==> src/rtl/dp_ram_sync_init.sv <==
// Single-clock true dual-port RAM with post-reset hardware clear, 1- or 2-cycle read latency,
// read-valid strobes and same-address collision detection. Optional parity: define DPRAM_PARITY_EN.
module dp_ram_sync_init #(
  parameter int DATA_W   = 8,
  parameter int ADDR_W   = 4,
  parameter int READ_LAT = 1
) (
  input  logic              clk,
  input  logic              rst,
  input  logic              a_en,
  input  logic              a_wr,
  input  logic [ADDR_W-1:0] a_addr,
  input  logic [DATA_W-1:0] a_din,
  output logic [DATA_W-1:0] a_dout,
  output logic              a_rvalid,
  input  logic              b_en,
  input  logic              b_wr,
  input  logic [ADDR_W-1:0] b_addr,
  input  logic [DATA_W-1:0] b_din,
  output logic [DATA_W-1:0] b_dout,
  output logic              b_rvalid,
`ifdef DPRAM_PARITY_EN
  output logic              a_perr,
  output logic              b_perr,
`endif
  output logic              init_done,
  output logic              collision
);

  localparam int DEPTH = 2 ** ADDR_W;
`ifdef DPRAM_PARITY_EN
  localparam int MEM_W = DATA_W + 1;
`else
  localparam int MEM_W = DATA_W;
`endif

  if (READ_LAT != 1 && READ_LAT != 2) begin : g_bad_lat
    $error("dp_ram_sync_init: READ_LAT must be 1 or 2");
  end

  typedef enum logic {ST_CLEAR, ST_READY} state_t;

  state_t            r_state;
  state_t            w_state_nxt;
  logic [ADDR_W-1:0] r_clr_ptr;
  logic [MEM_W-1:0]  r_mem [DEPTH];
  logic              r_collision;
  logic              w_ready;

  logic [1:0]        w_en;
  logic [1:0]        w_wr;
  logic [1:0]        w_rd;
  logic [1:0]        w_we;
  logic [ADDR_W-1:0] w_addr  [2];
  logic [DATA_W-1:0] w_din   [2];
  logic [MEM_W-1:0]  w_wword [2];

  assign w_ready   = (r_state == ST_READY);
  assign w_en      = {b_en, a_en};
  assign w_wr      = {b_wr, a_wr};
  assign w_rd      = w_en & ~w_wr & {2{w_ready}};
  assign w_we      = w_en & w_wr & {2{w_ready}};
  assign w_addr[0] = a_addr;
  assign w_addr[1] = b_addr;
  assign w_din[0]  = a_din;
  assign w_din[1]  = b_din;

  always_ff @(posedge clk) begin
    if (rst) r_state <= ST_CLEAR;
    else     r_state <= w_state_nxt;
  end

  always_comb begin
    w_state_nxt = r_state;
    if (r_state == ST_CLEAR && r_clr_ptr == '1) w_state_nxt = ST_READY;
  end

  always_ff @(posedge clk) begin
    if (rst)                     r_clr_ptr <= '0;
    else if (r_state == ST_CLEAR) r_clr_ptr <= r_clr_ptr + 1'b1;
  end

  // Port A is written last so it wins a same-address write/write conflict.
  always_ff @(posedge clk) begin
    if (!rst) begin
      if (r_state == ST_CLEAR) begin
        r_mem[r_clr_ptr] <= '0;
      end else begin
        if (w_we[1]) r_mem[w_addr[1]] <= w_wword[1];
        if (w_we[0]) r_mem[w_addr[0]] <= w_wword[0];
      end
    end
  end

  always_ff @(posedge clk) begin
    if (rst) r_collision <= 1'b0;
    else     r_collision <= (&w_en) & w_ready & (a_addr == b_addr) & (|w_wr);
  end

  for (genvar p = 0; p < 2; p++) begin : g_port
    logic [MEM_W-1:0]  w_rword;
    logic              w_ov;
    logic [MEM_W-1:0]  w_ow;
    logic [DATA_W-1:0] r_dout;
    logic              r_rvalid;

`ifdef DPRAM_PARITY_EN
    assign w_wword[p] = {^w_din[p], w_din[p]};
`else
    assign w_wword[p] = w_din[p];
`endif
    assign w_rword = r_mem[w_addr[p]];

    if (READ_LAT == 2) begin : g_lat2
      logic             r_s1_v;
      logic [MEM_W-1:0] r_s1_w;
      always_ff @(posedge clk) begin
        if (rst) begin
          r_s1_v <= 1'b0;
          r_s1_w <= '0;
        end else begin
          r_s1_v <= w_rd[p];
          if (w_rd[p]) r_s1_w <= w_rword;
        end
      end
      assign w_ov = r_s1_v;
      assign w_ow = r_s1_w;
    end else begin : g_lat1
      assign w_ov = w_rd[p];
      assign w_ow = w_rword;
    end

    always_ff @(posedge clk) begin
      if (rst) begin
        r_dout   <= '0;
        r_rvalid <= 1'b0;
      end else begin
        r_rvalid <= w_ov;
        if (w_ov) r_dout <= w_ow[DATA_W-1:0];
      end
    end

`ifdef DPRAM_PARITY_EN
    logic r_perr;
    always_ff @(posedge clk) begin
      if (rst) r_perr <= 1'b0;
      else     r_perr <= w_ov & (^w_ow);
    end
`endif
  end

  assign a_dout    = g_port[0].r_dout;
  assign a_rvalid  = g_port[0].r_rvalid;
  assign b_dout    = g_port[1].r_dout;
  assign b_rvalid  = g_port[1].r_rvalid;
`ifdef DPRAM_PARITY_EN
  assign a_perr    = g_port[0].r_perr;
  assign b_perr    = g_port[1].r_perr;
`endif
  assign init_done = w_ready;
  assign collision = r_collision;

endmodule

==> config.mk <==
export PLATFORM = sky130hd
export DESIGN_NAME = dp_ram_sync_init
export DESIGN_NICKNAME = d
export VERILOG_FILES = /design/src/rtl/dp_ram_sync_init.sv
export SDC_FILE = /design/constraint.sdc
export NUM_CORES = 1
export LEC_CHECK = 0
export BUFFER_PORTS_ARGS = -buffer_cell sky130_fd_sc_hd__buf_2
export CAP_MARGIN = 0
export CORE_UTILIZATION = 25
export DETAILED_ROUTE_END_ITERATION = 12
export SLEW_MARGIN = 20
export SYNTH_ARGS = -nofsm -noshare
export SYNTH_HDL_FRONTEND = slang
export SYNTH_SLANG_ARGS = --single-unit
==> constraint.sdc <==
create_clock -name clk -period 5.8 [get_ports clk]
set_input_delay 0.87 -clock clk [delete_from_list [all_inputs] [get_ports clk]]
set_output_delay 0.87 -clock clk [all_outputs]
set_load 0.02 [all_outputs]
* After elaboration in Yosys (flattened, before gate mapping)
Memories as Yosys holds them, arrays and structs flattened. A register that Yosys moved wholly into a read port is not among the register bits.
Index checks and enable logic that the tools add are counted.
W data, S select, Z words.
** Cells by class
- Shifts and indexed selects :: 0
- Reductions and logical operators :: 4
- Bitwise logic cells :: 9
- Equality and inequality tests :: 2
- Div/mod/pow operators :: 0
- $mul :: 0
- $lt $le $gt $ge :: 0
- Mux-type cells :: 14
- Add/sub/neg operators :: 1
** Operators by type and width (number)
- $mux W1 :: 12
- $and A2 B2 Y2 :: 4
- $mux W8 :: 1
- $reduce_or A8 Y1 :: 1
- $add A4 B1 Y4 const B :: 1
- $eq A4 B4 Y1 :: 1
- $eq A4 B4 Y1 const B :: 1
- $mux W4 :: 1
- $and A1 B1 Y1 :: 3
- $not A2 Y2 :: 1
- $reduce_and A2 Y1 :: 1
- $reduce_or A2 Y1 :: 1
- $logic_and A1 B1 Y1 :: 1
- $not A1 Y1 :: 1
** Storage, ports and cells
- Memories kept :: 1
- RAM bits :: 128
- Register bits after elaboration :: 8
- Input bits :: 30
- Output and inout port bits :: 20
- Memory bits (read-only) :: 0
- Bits in latches :: 0
- Logic and storage cells :: 36
** Memory list
- r_mem :: depth 16, width 8, rd ports 2, clocked after memory_dff 2, wr ports 2, line 46 : logic [MEM_W-1:0] r_mem [DEPTH];

* Longest topological paths before layout
- Depth after elaboration :: 8
- Mapped depth :: 7
- Gate-level depth less buffers :: 4

* Worst setup path after synthesis
Ideal clock, no wire load.
- Path kind :: input -> register
- Start point :: in b_addr[3]
- End point :: mem r_mem[8][0] (netlist bit), enable pin
- Setup slack :: 3077 ps
- Arrival time :: 2339 ps
- Data required time :: 5416 ps
- Cell stages on the path :: 5
- Setup time :: 384 ps
- Buffers on the path :: 1
- Path through :: clkbuf_1 nor2b_1 and2_1 o21ai_0 o21ai_0
** RTL lines
- start: declaration :: line 18 : input logic [ADDR_W-1:0] b_addr,
- end: declaration :: line 46

==> results by group <==
STA
  • Relative slew slack: 0.354
  • Max Fclk: 307 MHz
  • Setup ws final: 2.54 ns
  • Period Utilization, post-route: 0.561
  • Final setup vio count: 0
  • Max-slew violation count: 0
  • Min Tclk post-route: 3.26 ns
  • RSZ-0062 raised after global routing: false
  • Final hold violation count: 0
  • Worst Skew: 0.00797 ns
  • Setup tns final: 0 ns
  • Slew @ Worst Pin: 0.970 ns

Placement
  • Port bufs: 49
  • RePlAce Congestion: 0.971
  • Hpwl dp: 21300 um
  • Pre-CTS WS: 1.99 ns

Pwr
  • Static Leakage: 3.68 nW
  • Comb power frac: 0.067
  • Clock power frac: 0.458
  • Switching power share of the total: 0.237
  • P_sw: 0.000596 W
  • Internal Pwr Total: 0.00192 W
  • Seq pwr share: 0.474
  • PwrDens: 251 nW/um^2
  • Max rail drop VDD: 0.207 mV

Status
  • Outcome: finished, final reports clean

Logic synthesis
  • Commonest cells post-synth: edfxtp_1 (128), mux2_2 (128), mux4_2 (55)
  • Avg Cell Area, Syn: 14.3 sq um
  • Post-synth EDFFs: 128
  • Compound-Gate Fraction of Synth Area: 0.0608
  • Synth Area in XOR/XNOR: 0.00701
  • Post-Synth Adder-Cell Area: 0.00143
  • Largest family of logic cells by synthesized area: multiplexers
  • Cell area after synthesis: 8750 sq um
  • Top cells by area, synth: edfxtp_1 (44%), mux2_2 (16%), mux4_2 (14%), dfxtp_1 (5.5%), mux2i_1 (2.4%)
  • Sequential fraction of the synthesis area: 0.494
  • Share of the synthesized area in the top cell type: 0.439
  • Synth unique cells: 53
  • Number of synthesized register bits: 152
  • Cell taking the most area after synthesis: edfxtp_1
  • Ys Warns: 0
  • Mapped Nets: 641
  • Main synth FF type: edfxtp_1
  • Mux cell area share after synthesis: 0.330
  • Cell count after synthesis: 610
  • Post-Synth Simple-Gate Area: 0.0778
  • Async SR Flop Fraction: 0

Global route
  • GRT Max-Usage Layer: met2
  • Grt met2 use: 0.267
  • Antenna violations before repair: 6
  • Grt met3 use: 0.0389
  • Pin count of the biggest net entering global routing: 32
  • Vias in the first global route: 5754
  • GRT overflow: 0
  • First-pass GRT wire length: 42100 um
  • M1 GR Usage: 0.223
  • GRT Resource Usage Total: 0.167

Worst hold path
  • HP Class: flop to flop
  • Worst Hold End: a_dout[5]
  • Worst Hold Launch: a_dout[5]
  • Worst hold path depth: 2

Routing
  • DR iter-0 viols: 898
  • 1st-pass router iterations: 5
  • Post-Route WL: 29800 um
  • Remaining antenna violation count after routing: 0
  • Routed len/inst: 27.0 um
  • Via count: 5987
  • DRC viols: 0
  • DR vias/cell: 5.43

Layout
  • Share of layout cells above drive strength 1: 0.454
  • Register area: 4320 sq um
  • Area of the multi-input gates: 4190 sq um
  • Area growth syn-to-layout: 14.6%
  • Layout Nets: 663
  • Filler instances: 3443

Floorplan
  • IO Count: 50
  • # rows: 68
  • DIE HEIGHT: 189 um
  • Core area: 34500 sq um
  • Die extent in x: 189 um
  • Die footprint: 35800 sq um
  • Initial Util: 0.254

Clocking
  • Resized cells post-CTS: 0
  • CTS Hold Bufs: 0
  • CTS clk-pin slew, worst paths: 0.07 ns
  • H-tree depth: 4
  • Root buffer cell: clkbuf_16
  • CTS Buf Count: 17
  • TritonCTS clock tree: done
  • Buffers inserted by post-CTS timing repair: 0
  • Clk sinks: 152
  • Clk_lat worst skew: 0.43 ns
  • Deepest clock path buffer count: 2

Setup path
  • Flop2flop setup slack: 2.54 ns
  • CP arrival: 3.31 ns
  • Worst setup EP type: flop
  • Slowest CP cell: and4b_1
  • Critical path, cell by cell: and4b_1, mux2i_1, nand2_1, o21bai_1
  • Register-to-Register Path Depth: 4
  • Origin of the critical flop-to-flop path: init_done
  • CP Data Required Time: 5.86 ns
  • Startpoint type of the worst setup path: flop
  • Critical path class: flop to flop
  • Critical Path Max Stage Delay: 0.83 ns
  • Worst r2r dst: r_mem[3][2]
  • CP Max Fanout: 21

Run
  • Max cap viols: 0
[critical path: cells and delay by family (launching register included)]
family / cells / cell delay, ns
AOI/OAI and AO/OA: 1 / 0.73
DFF: 1 / 0.72
muxes: 1 / 0.40
and+or+nand+nor: 2 / 1.02
[registers in the layout, indices dropped and copies added (netlist names)]
name and cells:
r_clr_ptr 4, collision 1, b_dout 8, init_done 1
a_dout 8, r_mem 128, a_rvalid 1, b_rvalid 1
[power by group through the flow]
stage	Clock (W)	Sequential (W)	Combinational, W
after CTS	0.00116	0.00119	0.000167
final	0.00115	0.00119	0.000170
after floorplan	0	0.00121	0.000112
after detailed placement	0	0.00122	0.000167
after global routing	0.00120	0.00119	0.000176
after global placement	0	0.00122	0.000166
[cell families (layout without fill, tap and decap cells)]
family                   count (synthesis)  in the layout
multiplexers                           204            204
flip-flops                             152            152
AND/OR/NAND/NOR                        112            112
AO/OA/AOI/OAI                           75             75
buffers and inverters                   59             94
XOR/XNOR                                 7              7
adder cells (fa/ha/maj)                  1              1
other                                    0              3
[routing by layer]
metal / vias up / share of wire / wire, um
li1: 2509 / - / -
met1: 3049 / 0.41 / 12200
met2: 371 / 0.47 / 14000
met3: 52 / 0.095 / 2830
met4: 6 / 0.022 / 660
met5: - / 0.0012 / 35
[stage by stage]
step           cell area (sq um)  utilization  std cells  hold slack, ns  power, W
3_5_place_dp                9420        0.273       1068           0.492   0.00138
4_1_cts                    10000        0.291       1100           0.501   0.00252
2_1_floorplan               8750            -        610           0.527   0.00132
6_report                   10000        0.291       1103           0.503   0.00252
3_3_place_gp                9420        0.273       1068           0.500   0.00138
5_1_grt                    10000        0.291       1102           0.553   0.00257
[layout by cell type, fill, tap and decap left out, types with 7 or more instances in the layout]
| master | instances |
|---|---|
| o22ai_1 | 17 |
| nand3_1 | 14 |
| buf_4 | 11 |
| edfxtp_1 | 128 |
| a22oi_1 | 8 |
| and2_0 | 7 |
| nor2_2 | 7 |
| mux2i_1 | 21 |
| mux4_2 | 55 |
| a211oi_1 | 14 |
| clkbuf_16 | 17 |
| nand2_1 | 14 |
| mux2_2 | 128 |
| nand2b_1 | 10 |
| buf_2 | 49 |
| nor2_1 | 22 |
| dfxtp_1 | 24 |
[final cells by class]
type                            instances  share of cell area
Sequential cell                       152               0.431
Multi-Input combinational cell        399               0.418
Tap cell                              455              0.0568
Clock buffer                           17              0.0424
Timing Repair Buffer                   60              0.0327
Clock inverter                         15              0.0172
Inverter                                2            0.000749
Antenna cell                            3            0.000749
[worst max-delay path by stage]
stage	from	endpoint	slack, ns	cells after the start
floorplan	b_addr[3]	r_mem[8][0]	3.08	5
global placement	rst	r_mem[0][3]	2.09	5
detailed placement	rst	r_mem[12][3]	1.99	4
CTS	init_done	r_mem[12][5]	2.35	3
global route	init_done	r_mem[3][7]	2.36	4
finish	init_done	r_mem[3][2]	2.54	4
Power figures use the tool's default switching activity.
